<file path="src/rtl/axi_sram_rd_slave_if.sv">
// axi_sram_rd_slave_if: AR/R channel and SRAM port bundle for axi_sram_rd_slave
interface axi_sram_rd_slave_if #(
  parameter int IDS_W = 8,
  parameter int DATA_W = 32,
  parameter int ADDR_W = 32,
  parameter int SRAM_AW = 14
);
  logic [IDS_W-1:0] arid;
  logic [ADDR_W-1:0] araddr;
  logic [3:0] arlen;
  logic [2:0] arsize;
  logic [1:0] arburst;
  logic arvalid, arready;
  logic [IDS_W-1:0] rid;
  logic [DATA_W-1:0] rdata;
  logic [1:0] rresp;
  logic rlast, rvalid, rready;
  logic sram_cs;
  logic [SRAM_AW-1:0] sram_a;
  logic [DATA_W-1:0] sram_do;
  modport slave (
    input arid, araddr, arlen, arsize, arburst, arvalid, rready, sram_do,
    output arready, rid, rdata, rresp, rlast, rvalid, sram_cs, sram_a
  );
  modport master (
    output arid, araddr, arlen, arsize, arburst, arvalid, rready, sram_do,
    input arready, rid, rdata, rresp, rlast, rvalid, sram_cs, sram_a
  );
endinterface

</file>
<file path="src/rtl/axi_sram_rd_slave.sv">
// axi_sram_rd_slave: AXI4 read slave over a 1-cycle-latency SRAM, one burst in flight.
// Define AXI_RD_PERF_CNT_EN to add saturating beat/stall counters.
module axi_sram_rd_slave #(
  parameter int IDS_W = 8,
  parameter int DATA_W = 32,
  parameter int ADDR_W = 32,
  parameter int SRAM_AW = 14
) (
  input logic clk,
  input logic rst,
  axi_sram_rd_slave_if.slave bus
`ifdef AXI_RD_PERF_CNT_EN
  ,
  output logic [31:0] perf_beats,
  output logic [31:0] perf_stall
`endif
);
  typedef enum logic [1:0] {IDLE, FETCH, DATA} state_t;
  state_t state, state_nxt;
  logic [IDS_W-1:0] id;
  logic [SRAM_AW-1:0] addr, addr_nxt, mask;
  logic [3:0] len, cnt;
  logic [1:0] burst;
  logic err, err_req, ar_hs, r_hs;
  assign ar_hs = rst && state == IDLE && bus.arvalid;
  assign r_hs = bus.rvalid && bus.rready;
  assign err_req = bus.arsize != 3'b010 || bus.arburst == 2'b11 ||
                   (bus.arburst == 2'b10 && !(bus.arlen inside {4'd1, 4'd3, 4'd7, 4'd15}));
  assign mask = SRAM_AW'(len);
  assign bus.rid = id;
  // WRAP containers are power-of-two sized, so len doubles as the low-bit mask
  assign addr_nxt = burst == 2'b00 ? addr :
                    burst == 2'b10 ? (addr & ~mask) | ((addr + SRAM_AW'(1)) & mask) :
                    addr + SRAM_AW'(1);
  always_ff @(posedge clk or negedge rst)
    if (!rst) state <= IDLE;
    else state <= state_nxt;
  always_comb
    state_nxt = state == IDLE ? (ar_hs ? FETCH : IDLE) :
                state == FETCH ? DATA :
                state == DATA ? (r_hs ? (bus.rlast ? IDLE : FETCH) : DATA) : IDLE;
  always_comb begin
    bus.arready = rst && state == IDLE;
    bus.sram_cs = (ar_hs && !err_req) || (rst && state == DATA && r_hs && !bus.rlast && !err);
    bus.sram_a = !rst ? '0 : state == IDLE ? bus.araddr[SRAM_AW+1:2] : addr_nxt;
  end
  always_ff @(posedge clk or negedge rst)
    if (!rst) begin
      id <= '0;
      addr <= '0;
      len <= '0;
      burst <= '0;
      err <= 1'b0;
      cnt <= '0;
      bus.rdata <= '0;
      bus.rresp <= '0;
      bus.rlast <= 1'b0;
      bus.rvalid <= 1'b0;
    end else begin
      if (ar_hs) begin
        id <= bus.arid;
        addr <= bus.araddr[SRAM_AW+1:2];
        len <= bus.arlen;
        burst <= bus.arburst;
        err <= err_req;
        cnt <= '0;
      end
      if (state == FETCH) begin
        bus.rdata <= err ? '0 : bus.sram_do;
        bus.rvalid <= 1'b1;
        bus.rlast <= cnt == len;
        bus.rresp <= err ? 2'b10 : 2'b00;
      end
      if (state == DATA && r_hs) begin
        bus.rvalid <= 1'b0;
        if (!bus.rlast) begin
          cnt <= cnt + 4'd1;
          addr <= addr_nxt;
        end
      end
    end
`ifdef AXI_RD_PERF_CNT_EN
  always_ff @(posedge clk or negedge rst)
    if (!rst) begin
      perf_beats <= '0;
      perf_stall <= '0;
    end else begin
      if (r_hs && perf_beats != '1) perf_beats <= perf_beats + 32'd1;
      if (bus.rvalid && !bus.rready && perf_stall != '1) perf_stall <= perf_stall + 32'd1;
    end
`endif
endmodule

</file>
<file path="src/flat_wrapper.sv">
// flat-port wrapper written by rule: the top's interface ports become plain ports
module axi_sram_rd_slave_flat 
#(
  parameter int IDS_W = 8,
  parameter int DATA_W = 32,
  parameter int ADDR_W = 32,
  parameter int SRAM_AW = 14
)
  (clk, rst, bus_arid, bus_araddr, bus_arlen, bus_arsize, bus_arburst, bus_arvalid, bus_rready, bus_sram_do, bus_arready, bus_rid, bus_rdata, bus_rresp, bus_rlast, bus_rvalid, bus_sram_cs, bus_sram_a);
  axi_sram_rd_slave_if #(.IDS_W(IDS_W), .DATA_W(DATA_W), .ADDR_W(ADDR_W), .SRAM_AW(SRAM_AW)) bus_i ();
  input logic clk;
  input logic rst;
  input wire logic [$bits(bus_i.arid)-1:0] bus_arid;
  input wire logic [$bits(bus_i.araddr)-1:0] bus_araddr;
  input wire logic [$bits(bus_i.arlen)-1:0] bus_arlen;
  input wire logic [$bits(bus_i.arsize)-1:0] bus_arsize;
  input wire logic [$bits(bus_i.arburst)-1:0] bus_arburst;
  input wire logic [$bits(bus_i.arvalid)-1:0] bus_arvalid;
  input wire logic [$bits(bus_i.rready)-1:0] bus_rready;
  input wire logic [$bits(bus_i.sram_do)-1:0] bus_sram_do;
  output wire logic [$bits(bus_i.arready)-1:0] bus_arready;
  output wire logic [$bits(bus_i.rid)-1:0] bus_rid;
  output wire logic [$bits(bus_i.rdata)-1:0] bus_rdata;
  output wire logic [$bits(bus_i.rresp)-1:0] bus_rresp;
  output wire logic [$bits(bus_i.rlast)-1:0] bus_rlast;
  output wire logic [$bits(bus_i.rvalid)-1:0] bus_rvalid;
  output wire logic [$bits(bus_i.sram_cs)-1:0] bus_sram_cs;
  output wire logic [$bits(bus_i.sram_a)-1:0] bus_sram_a;
  assign bus_i.arid = bus_arid;
  assign bus_i.araddr = bus_araddr;
  assign bus_i.arlen = bus_arlen;
  assign bus_i.arsize = bus_arsize;
  assign bus_i.arburst = bus_arburst;
  assign bus_i.arvalid = bus_arvalid;
  assign bus_i.rready = bus_rready;
  assign bus_i.sram_do = bus_sram_do;
  assign bus_arready = bus_i.arready;
  assign bus_rid = bus_i.rid;
  assign bus_rdata = bus_i.rdata;
  assign bus_rresp = bus_i.rresp;
  assign bus_rlast = bus_i.rlast;
  assign bus_rvalid = bus_i.rvalid;
  assign bus_sram_cs = bus_i.sram_cs;
  assign bus_sram_a = bus_i.sram_a;
  axi_sram_rd_slave #(.IDS_W(IDS_W), .DATA_W(DATA_W), .ADDR_W(ADDR_W), .SRAM_AW(SRAM_AW)) u_core (.clk(clk), .rst(rst), .bus(bus_i));
endmodule
</file>
<file path="config.mk">
export PLATFORM = sky130hd
export DESIGN_NAME = axi_sram_rd_slave_flat
export DESIGN_NICKNAME = d
export VERILOG_FILES = /design/src/rtl/axi_sram_rd_slave_if.sv /design/src/rtl/axi_sram_rd_slave.sv /design/src/flat_wrapper.sv
export SDC_FILE = /design/constraint.sdc
export NUM_CORES = 1
export LEC_CHECK = 0
export CAP_MARGIN = 20
export CORE_MARGIN = 2
export CORE_UTILIZATION = 39
export DETAILED_ROUTE_END_ITERATION = 16
export PLACE_DENSITY_LB_ADDON = 0.08
export RECOVER_POWER = 25
export SYNTH_ARGS = -nofsm -noshare
export SYNTH_HDL_FRONTEND = slang
export SYNTH_SLANG_ARGS = --single-unit
export TNS_END_PERCENT = 10
</file>
<file path="constraint.sdc">
create_clock -name clk -period 1.6 [get_ports clk]
set_input_delay 0.24 -clock clk [delete_from_list [all_inputs] [get_ports clk]]
set_output_delay 0.24 -clock clk [all_outputs]
set_load 0.02 [all_outputs]
</file>
# --- Word level (Yosys, flattened, before mapping) ---
# Index checks and enable logic that the tools add are counted.
totals:
  register_bits: 71
  inputBits: 85
  output_inout_bits: 60
  word_cells: 69
classes:
  add_sub_neg: 2
  eq_ne: 11
  muxes: 20
  bitwise: 4
  n_reduce_logical: 21
ops:
  columns: ["operator", "count"]
  rows:
  - ["2-to-1 mux 14 bit", 7]
  - ["2-to-1 mux 32 bit", 1]
  - ["adder 14 x 1 -> 14 bit, second input constant", 1]
  - ["bitwise AND 14 bit", 1]
  - ["bitwise AND 14 x 4 -> 14 bit", 1]
  - ["NOT 4 -> 14 bit", 1]
  - ["OR 14 bit", 1]
  - ["2-to-1 mux 4 bit", 3]
  - ["logical AND 1 bit", 10]
  - ["2-to-1 mux 2 bit", 5]
  - ["== test 2 bit, second input constant", 4]
  - ["adder 4 x 1 -> 4 bit, second input constant", 1]
  - ["== test 4 x 1 -> 1 bit, second input constant", 1]
  - ["== test 4 x 2 -> 1 bit, second input constant", 1]
  - ["== test 4 x 3 -> 1 bit, second input constant", 1]
  - ["== test 4 bit", 1]
  - ["== test 4 bit, second input constant", 1]
  - ["logical NOT 1 bit", 4]
  - ["logical NOT 2 bit", 2]
  - ["2-to-1 mux 1 bit", 4]
  - ["nonzero test 4 bit", 1]
  - ["logical OR 1 bit", 3]
  - ["!= test 3 x 2 -> 1 bit, second input constant", 1]
  - ["== test 2 x 1 -> 1 bit, second input constant", 1]
  - ["nonzero test 2 bit", 1]

# --- Longest topological paths before layout ---
# Gate-level depths: netlist of the first run.
logic_depth:
  depth_word: 8
  ltp_mapped: 7
  mapped_depth_nobuf: 5

# --- Worst setup path before layout of the first run ---
# No wires, ideal clock.
synth_timing:
  kind: "register to output"
  from: "register u_core.addr[0]"
  to: "output bus_sram_a[12]"
  arrival_time_ns: 1.769
  required_ns: 1.360
  setup_slack_ns: -0.409
  path_stages_with_launch: 6
  n_path_buf: 0
  path_cell_list: "dfrtp_1 ha_1 nand4_1 nor4_2 xnor2_1 o21ai_0"
synth_between:
  elab_chain_len: 7
synth_rtl:
  columns: ["element", "line", "text"]
  rows:
  - ["start: declaration", "axi_sram_rd_slave.sv:21", "logic [SRAM_AW-1:0] addr, addr_nxt, mask;"]
  - ["start signal: assignment", "axi_sram_rd_slave.sv:62", "addr <= bus.araddr[SRAM_AW+1:2];"]
  - ["start signal: assignment", "axi_sram_rd_slave.sv:78", "addr <= addr_nxt;"]
  - ["adder 14 x 1 -> 14 bit *", "axi_sram_rd_slave.sv:33, axi_sram_rd_slave.sv:34", null]
  - ["bitwise AND 14 x 4 -> 14 bit", "axi_sram_rd_slave.sv:33", "burst == 2'b10 ? (addr & ~mask) | ((addr + SRAM_AW'(1)) & mask) :"]
  - ["OR 14 bit", "axi_sram_rd_slave.sv:33", null]
  - ["2-to-1 mux 14 bit *", "axi_sram_rd_slave.sv:33", null]
  - ["2-to-1 mux 14 bit *", "axi_sram_rd_slave.sv:32", "assign addr_nxt = burst == 2'b00 ? addr :"]
  - ["2-to-1 mux 14 bit * (2 in a row)", "axi_sram_rd_slave.sv:45", "bus.sram_a = !rst ? '0 : state == IDLE ? bus.araddr[SRAM_AW+1:2] : addr_nxt;"]
  - ["end: declaration", "flat_wrapper.sv:28", "output wire logic [$bits(bus_i.sram_a)-1:0] bus_sram_a;"]
# Every way passes the cells marked *; elsewhere a longest branch is shown, timed or not.

# --- Worst setup path in the final report of the first run ---
layout_timing:
  from: "register u_core.addr[9]"
  to: "output bus_sram_a[11]"
# The elaborated chain is that of the path after synthesis.

==> results.toml, run 1 <==
[critical_path]
path_class = "register to output pin"
cpMaxStageDelayCell = "or4_4"
path_max_fanout = 3
cp.buffers_inverters = 2
startpoint_type = "register"
cp-end-kind = "output pin"
crit_end = "bus_sram_a[11]"
cp.arrival_ps = 1820
r2r_setup_slack_ps = -50
crit_path_max_incr_delay_ps = 480
cp_cell_sequence = "buf_4 > nand2_1 > or4_4 > xor2_1 > o21ai_2 > buf_6"
reg2reg_from = "u_core.state[1]"
required_ps = 1360
worstSetupPathDepth = 6
r2r-end = "u_core.addr[6]"
r2r.worst_path.cells = 7
timing.critical_path.from = "u_core.addr[9]"
cp_top_family = "simple AND/OR/NAND/NOR gates"

[min_path]
min_path_cells = 3
hold_class = "input port to register"

[yosys]
syn_inst = 405
syn_nets = 492
synthMuxAreaShare = 0.00599
ys_seq_area_frac = 0.493
synth_ff_type = "dfrtp_1"
synth_cell_type_count = 46
synth_edf_count = 0
synthSimpleGateAreaFrac = 0.263
synth_top_area_share = 0.493
yosys_warnings = 0
async_reset_ff_frac = 1.00
syn_avg_cell_area_um2 = 8.77
yosys.area_share.adder = 0.00705
synth_xor_area_frac = 0.0444
synth_seq_cells = 70
synthTopCellsByArea = "dfrtp_1 (49%), nand2_1 (11%), o21ai_0 (7.9%), nand2b_1 (5.8%), xnor2_1 (3.9%)"
synth_area_um2 = 3550
yosysTopAreaCell = "dfrtp_1"
synth_compound_area_frac = 0.147
synth_top_family_by_area = "simple AND/OR/NAND/NOR gates"

[floorplan]
die_h_um = 99.4
die-width_um = 99.4
rows = 34
die_area_um2 = 9880
core_um2 = 8760
start_util = 0.405
ioPinCount = 145

[timing]
clock_skew_ps = 9.38
rsz0062_at_grt = "true"
finalMaxSlewViolations = 0
fmax_ghz = 0.484
worstMarginPinSlew_ps = 929
setup_viol = 21
relSlewSlack = 0.380
final.min_clock_period_ps = 2060
period_share = 1.29
worst_slack_ps = -465
hold_violations = 0
tns_ps = -5430

[drt]
routed_wirelength_um = 9960
vias = 3487
viasPerCell = 4.93
met3_length_um = 586
wl_per_cell_um = 14.1
drt-pass1-iter-count = 4
drtAntennaViolNets = 0
dr_wl_met2_um = 4610
drt-initial-drc-count = 100
drc = 0
route.top_layer_used = "met4"
wl_met1_um = 4670

[layout]
layout-drive-gt1-share = 0.240
area_growth_pct = 64.1
final_design_area_no_fill_um2 = 5830
nFillCells = 784
mostFrequentLayoutCells = "nand2_1 (106), clkdlybuf4s50_1 (106), buf_4 (72), dfrtp_1 (69), o21ai_0 (43)"
fin_nets = 682
final_util = 0.665
n_antenna_cell = 0

[global_route]
antenna_found_initial = 0
grtUsageTotal = 0.209
gr-total-overflow = 0
grt_max_degree = 70
grt_pass1_vias = 3427
grt_pass1_wl_um = 16700

[clocking]
clockBufferDepth = 2
root_buffer = "clkbuf_8"
clk_pin_slew_ps = 80
clk_latency_ps = 340
cts_tree = "yes"
numClockSinks = 70
cts_buffers = 9
h-tree-depth = 3

[outcome]
violations = "negative setup slack"
status = "complete, but fails checks"

[power_and_ir_drop]
leakage_uw = 0.00258
power_density_nw_per_um2 = 1590
vdd_ir_drop_max_mv = 0.890

[place]
placed_area_um2 = 5380
portBuffers = 125
gp_congestion = 0.842
hpwl_um = 7190

[job]
maxCapViolations = 0
[metrics by stage]
stage / total power (µW) / hold WS [ps] / instances / worst slack, ps
6_report: 9250 / 427 / 708 / -465
5_1_grt: 9880 / 430 / 708 / -580
4_1_cts: 9120 / 268 / 706 / -463
3_5_place_dp: 7470 / 48.7 / 681 / -608
3_3_place_gp: 7400 / 45.9 / 681 / -615
2_1_floorplan: 5170 / -55.6 / 405 / -133
[synthesized netlist by cell type, types with 2 or more instances]
master,count
a21o_1,3
a21oi_1,10
a22o_1,3
a22oi_1,2
a31o_2,2
a31oi_1,2
a32o_1,2
and3_1,4
buf_2,6
clkbuf_1,16
dfrtp_1,70
ha_1,2
inv_1,11
nand2_1,107
nand2b_1,33
nand3_1,9
nand3b_1,5
nand4_1,4
nor2_1,6
nor2b_1,5
nor3_1,5
nor3b_1,2
o21a_1,2
o21ai_0,56
xnor2_1,16
xor2_1,2
[metal layers]
metal	track usage	up-vias
met3	0.0302	8
li1	-	1740
met2	0.335	92
met1	0.299	1647
met5	0	-
met4	0.0569	0
[report_power, final]
part | internal [µW] | leakage (µW) | switching [µW]
Sequential | 2400 | 0.000903 | 439
Clock | 763 | 0.0000955 | 681
Combinational | 2450 | 0.00159 | 2520
Total | 5610 | 0.00258 | 3640
[kinds of logic after synthesis]
kind of cell	count (synthesis)
AOI/OAI and AO/OA	88
xor gates and xnor gates	18
adders and majority gates	2
buffers and inverters	34
DFF	70
muxes	2
other	1
and+or+nand+nor	190
[worst reg2reg max path: cells and delay by family, from the launching register on]
family	cells	cell delay, ps
AND/OR/NAND/NOR	1	200
flip-flops	1	430
buffers and inverters	3	400
AO/OA/AOI/OAI	3	500
[how the worst min path moves through the flow]
stage           startpoint           endpoint  slack, ps
2_1_floorplan          rst     u_core.addr[0]        -60
3_3_place_gp           rst    u_core.state[0]         50
3_5_place_dp           rst    u_core.state[0]         50
4_1_cts                rst    u_core.state[0]        270
5_1_grt        bus_arid[5]  u_core.bus.rid[5]        430
6_report       bus_arid[3]  u_core.bus.rid[3]        430
[cell type report]
class	count	area (µm²)	share of cell area
repair buffers	202	1860	0.319
multi-input cells	301	1830	0.315
flip-flops and latches	70	1750	0.301
clock buffers	11	141	0.0243
well taps	108	135	0.0232
clock inverters	5	58.8	0.0101
inverters	11	43.8	0.00752
[state kept, by name (all words and copies together), names as in the netlist]
signal             flops
u_core.bus.rdata      32
u_core.addr           14
u_core.bus.rid         8
u_core.cnt             4
u_core.len             4
u_core.burst           2
u_core.state           2
u_core.bus.rlast       1
u_core.bus.rresp       1
u_core.bus.rvalid      1
u_core.err             1
[what timing repair did]
item                                    in CTS  in global routing
endpoints found under the setup margin      29                 32
hold buffers                                 1                  0
gates cloned                                 0                  0
buffers inserted                             8                  2
gates resized for setup                    101                 26
endpoints found under the hold margin        1                  0
pin swaps                                   10                  6
(Power assumes the default switching activity.)
==> run 2, diff against run 1 <==
GPL_TIMING_DRIVEN = 0   (was not set)
==> run 2 against run 1 <==
Against the previous run: the flow finishes with violations (negative hold slack, negative setup slack); count of clock-buffer cells in the layout fell by 1; critical path depth fell by 1; sequential power rose by 6%; combinational power fell by 12%; register-to-register slack barely moved; global-route usage fell by 0.50 points; largest power group unchanged.
==> results.toml, run 2 (synthesized netlist as in run 1, its figures left out) <==
[floorplan]
start_util = 0.405
die_area_um2 = 9880
core_um2 = 8760
ioPinCount = 145
die_h_um = 99.4
rows = 34
die-width_um = 99.4

[timing]
fin_hold_ws_ps = -10.0
finalMaxSlewViolations = 0
period_share = 1.35
setup_viol = 21
worst_slack_ps = -562
hold_violations = 6
clock_skew_ps = 17.1
fmax_ghz = 0.463
tns_ps = -6290
rsz0062_at_grt = "true"
final.min_clock_period_ps = 2160

[layout]
final_util = 0.641
n_antenna_cell = 0
regMostFlops = "u_core.bus.rdata"
mostFrequentLayoutCells = "nand2_1 (105), clkdlybuf4s50_1 (98), dfrtp_1 (65), o21ai_0 (44), nand2b_1 (33)"
layout-drive-gt1-share = 0.185
largest_reg_flops = 32
fin_nets = 649
final_common_cell = "nand2_1"
area_growth_pct = 58.2

[global_route]
gr-total-overflow = 0
grt_max_degree = 52
grtUsageTotal = 0.204
grt_pass1_vias = 3402
antenna_found_initial = 0
grt_pass1_wl_um = 16300

[outcome]
status = "complete, but fails checks"
violations = "negative hold slack, negative setup slack"

[critical_path]
cpMaxStageDelayCell = "or4_4"
path_max_fanout = 6
cp-end-kind = "output pin"
startpoint_type = "register"
path_class = "register to output pin"
cp_cell_sequence = "nand4_1 > or4_4 > xor2_1 > o21ai_2 > buf_6"
crit_path_max_incr_delay_ps = 560
required_ps = 1360
cp.buffers_inverters = 1
cp.arrival_ps = 1920
cp_top_family = "simple AND/OR/NAND/NOR gates"

[min_path]
hold_class = "input port to asynchronous set/reset pin"

[clocking]
cts_buffers = 9
hold_buffers = 1
cts_tree = "yes"
clk_latency_ps = 340
h-tree-depth = 3
root_buffer = "clkbuf_8"
clockBufferDepth = 2
clk_pin_slew_ps = 90
numClockSinks = 70

[drt]
drt-initial-drc-count = 135
wl_per_cell_um = 15.0
drc = 0
vias = 3441
drtAntennaViolNets = 0
viasPerCell = 5.10
drt-pass1-iter-count = 4
routed_wirelength_um = 10100

[place]
portBuffers = 125
hpwl_um = 6950
gp_congestion = 0.840
preCtsSetupSlack_ps = -1320

[power_and_ir_drop]
leakage_uw = 0.00254
power_density_nw_per_um2 = 1600
vdd_ir_drop_max_mv = 0.922

[job]
maxCapViolations = 0
[run 2: worst paths after layout]
path,start,depth (start not counted),slack (ps),to
max in group asynchronous,rst,3,720,u_core.burst[0]
setup reg to reg,u_core.state[0],5,-40,u_core.addr[4]
hold / removal,rst,2,-10,u_core.bus.rdata[12]
min in group clk,bus_arid[3],3,420,u_core.bus.rid[3]
hold reg to reg,u_core.bus.rid[5],2,480,u_core.bus.rid[5]
setup / recovery,u_core.addr[5],5,-560,bus_sram_a[11]
[run 2: layer usage]
metal | up-vias | GRT usage | part of all wire
li1 | 1678 | - | -
met5 | - | 0 | 0
met2 | 115 | 0.344 | 0.49
met1 | 1642 | 0.271 | 0.44
met4 | 0 | 0.0653 | 0.0073
met3 | 6 | 0.0316 | 0.063
[run 2: power by group]
part           internal, µW  switching [µW]  leakage (µW)
Sequential             2410             609      0.000899
Clock                   890             727      0.000107
Combinational          2070            2310       0.00153
[run 2: repair_timing]
action,4_1_cts,5_1_grt
cloned,0,0
setup endpoints to repair,59,59
gates resized for setup,122,37
hold endpoints to repair,24,46
pin swaps,13,11
buffers inserted,14,5
[run 2: metrics by stage]
| stage | total power, µW | std cells | hold slack, ps | instance area (µm²) |
|---|---|---|---|---|
| after global routing | 9590 | 675 | 10.8 | 5620 |
| after detailed placement | 6890 | 639 | 173 | 5000 |
| after CTS | 8870 | 669 | -160 | 5500 |
| final | 9010 | 675 | -10.0 | 5620 |
| after floorplan | 5170 | 405 | -55.6 | 3590 |
| after global placement | 6810 | 638 | 461 | 4970 |
[run 2: final cells by class]
cell class | count | area [µm²]
Clock buffer | 10 | 128
Clock inverter | 6 | 93.8
Fill cell | 778 | 3140
Buffer | 23 | 160
Inverter | 11 | 43.8
Timing Repair Buffer | 146 | 1460
Multi-Input combinational cell | 301 | 1850
Tap cell | 108 | 135
Sequential cell | 70 | 1760
==> run 3, diff against run 2 <==
TNS_END_PERCENT = not set   (was 10)
==> run 3 against run 2 <==
Against the previous run: the run ends with negative setup slack left; sequential cell count unchanged; cell area is 11% higher; total power rose by 17%; hold slack gained 440 ps; non-clock buffer count grew 46; cell count is 6.8% higher; first-iteration DRC count is 23% higher; worst setup slack better by 36 ps; via count rose by 9.6%; largest power group unchanged; highest routed layer unchanged.
==> results.toml, run 3 (synthesized netlist as in run 1, its figures left out) <==
[outcome]
status = "complete, but fails checks"
violations = "negative setup slack"

[global_route]
antenna_found_initial = 0
grt_pass1_vias = 3581
grt_max_degree = 29
grtUsageTotal = 0.226
gr-total-overflow = 0
grt_pass1_wl_um = 17800

[timing]
worst_slack_ps = -526
rsz0062_at_grt = "true"
finalMaxSlewViolations = 0
relSlewSlack = 0.403
fmax_ghz = 0.470
tns_ps = -7490
setup_viol = 34
final.min_clock_period_ps = 2130
period_share = 1.33
worstMarginPinSlew_ps = 893
hold_violations = 0
clock_skew_ps = 16.5

[drt]
drt-initial-drc-count = 166
viasPerCell = 5.23
drt-pass1-iter-count = 4
vias = 3770
drc = 0
routed_wirelength_um = 12100
wl_per_cell_um = 16.8
drtAntennaViolNets = 0

[layout]
largest_reg_flops = 32
layout-drive-gt1-share = 0.297
mostFrequentLayoutCells = "nand2_1 (106), clkdlybuf4s50_1 (97), dfrtp_1 (64), buf_4 (52), o21ai_0 (34)"
fin_cells = 721
regMostFlops = "u_core.bus.rdata"
fin_nets = 695
n_antenna_cell = 0
nFillCells = 626
final_common_cell = "nand2_1"
area_growth_pct = 76.3
final_util = 0.714

[floorplan]
core_um2 = 8760
start_util = 0.405
ioPinCount = 145
die-width_um = 99.4
rows = 34
die_h_um = 99.4
die_area_um2 = 9880

[clocking]
clk_latency_ps = 340
clockBufferDepth = 2
clk_pin_slew_ps = 80
cts_tree = "yes"
h-tree-depth = 3
numClockSinks = 70
root_buffer = "clkbuf_8"
cts_buffers = 9

[critical_path]
path_class = "register to output pin"
reg2reg_from = "u_core.state[1]"
required_ps = 1360
cp-end-kind = "output pin"
startpoint_type = "register"
r2r.worst_path.cells = 9
r2r_setup_slack_ps = -160
cp.arrival_ps = 1890
path_max_fanout = 4
r2r-end = "u_core.addr[6]"

[min_path]
worstHoldEndpoint = "u_core.bus.rid[2]"
min_path_cells = 3
min_from = "bus_arid[2]"
hold_class = "input port to register"

[place]
portBuffers = 125
preCtsSetupSlack_ps = -1060
hpwl_um = 6920
gp_congestion = 0.844
dp.cells = 639

[power_and_ir_drop]
vdd_ir_drop_max_mv = 1.09
finalPower_uw = 10500
leakage_uw = 0.00288
power_density_nw_per_um2 = 1680

[job]
maxCapViolations = 0
run 3: metrics by stage:
step / area [µm²] / hold WS (ps)
global placement: 5000 / 458
finish: 6260 / 425
detailed placement: 5030 / 202
floorplan: 3620 / -55.6
global route: 6260 / 419
CTS: 5940 / 409
run 3: cell type report:
cell class              count  area, µm²  share of cell area
well taps                 108        135              0.0216
inverters                  11       43.8             0.00700
repair buffers            195       1900               0.303
plain buffers              20        168              0.0268
clock inverters             7       97.6              0.0156
clock buffers               9        124              0.0198
multi-input cells         301       2030               0.325
flip-flops and latches     70       1760               0.281
run 3: critical path: stages, from the launching register on:
cell     delay, ps
dfrtp_1        450
nand4_1        170
buf_4          190
nor4_4         360
xnor2_2        120
o21ai_2        130
buf_6          130
run 3: worst max path at each step:
stage              startpoint             end  slack, ps  depth (start not counted)
6_report       u_core.addr[1]  bus_sram_a[13]       -530                          6
3_3_place_gp              rst   bus_sram_a[3]      -4120                          5
3_5_place_dp              rst     bus_sram_cs      -1060                          8
2_1_floorplan  u_core.addr[0]  bus_sram_a[12]       -120                          5
5_1_grt        u_core.addr[1]  bus_sram_a[13]       -580                          6
4_1_cts        u_core.addr[6]  bus_sram_a[11]       -520                          6
run 3: layer usage:
metal	GRT usage	wire length [µm]	up-vias
met2	0.362	6000	149
met5	0	0	-
met3	0.0450	724	20
li1	-	-	1776
met1	0.310	5130	1825
met4	0.0706	229	0
run 3: repair_timing:
item                                    in CTS  in global routing
resized for setup                          171                 65
pin swaps                                   24                 19
hold endpoints to repair                    28                  0
cloned                                       2                  1
setup buffers                               39                 24
endpoints found under the setup margin      57                 86
hold buffers                                 5                  0
run 3: power by group:
group	internal, µW	switching (µW)
Combinational	2970	2870
Sequential	2410	643
Clock	884	736
Total	6260	4250
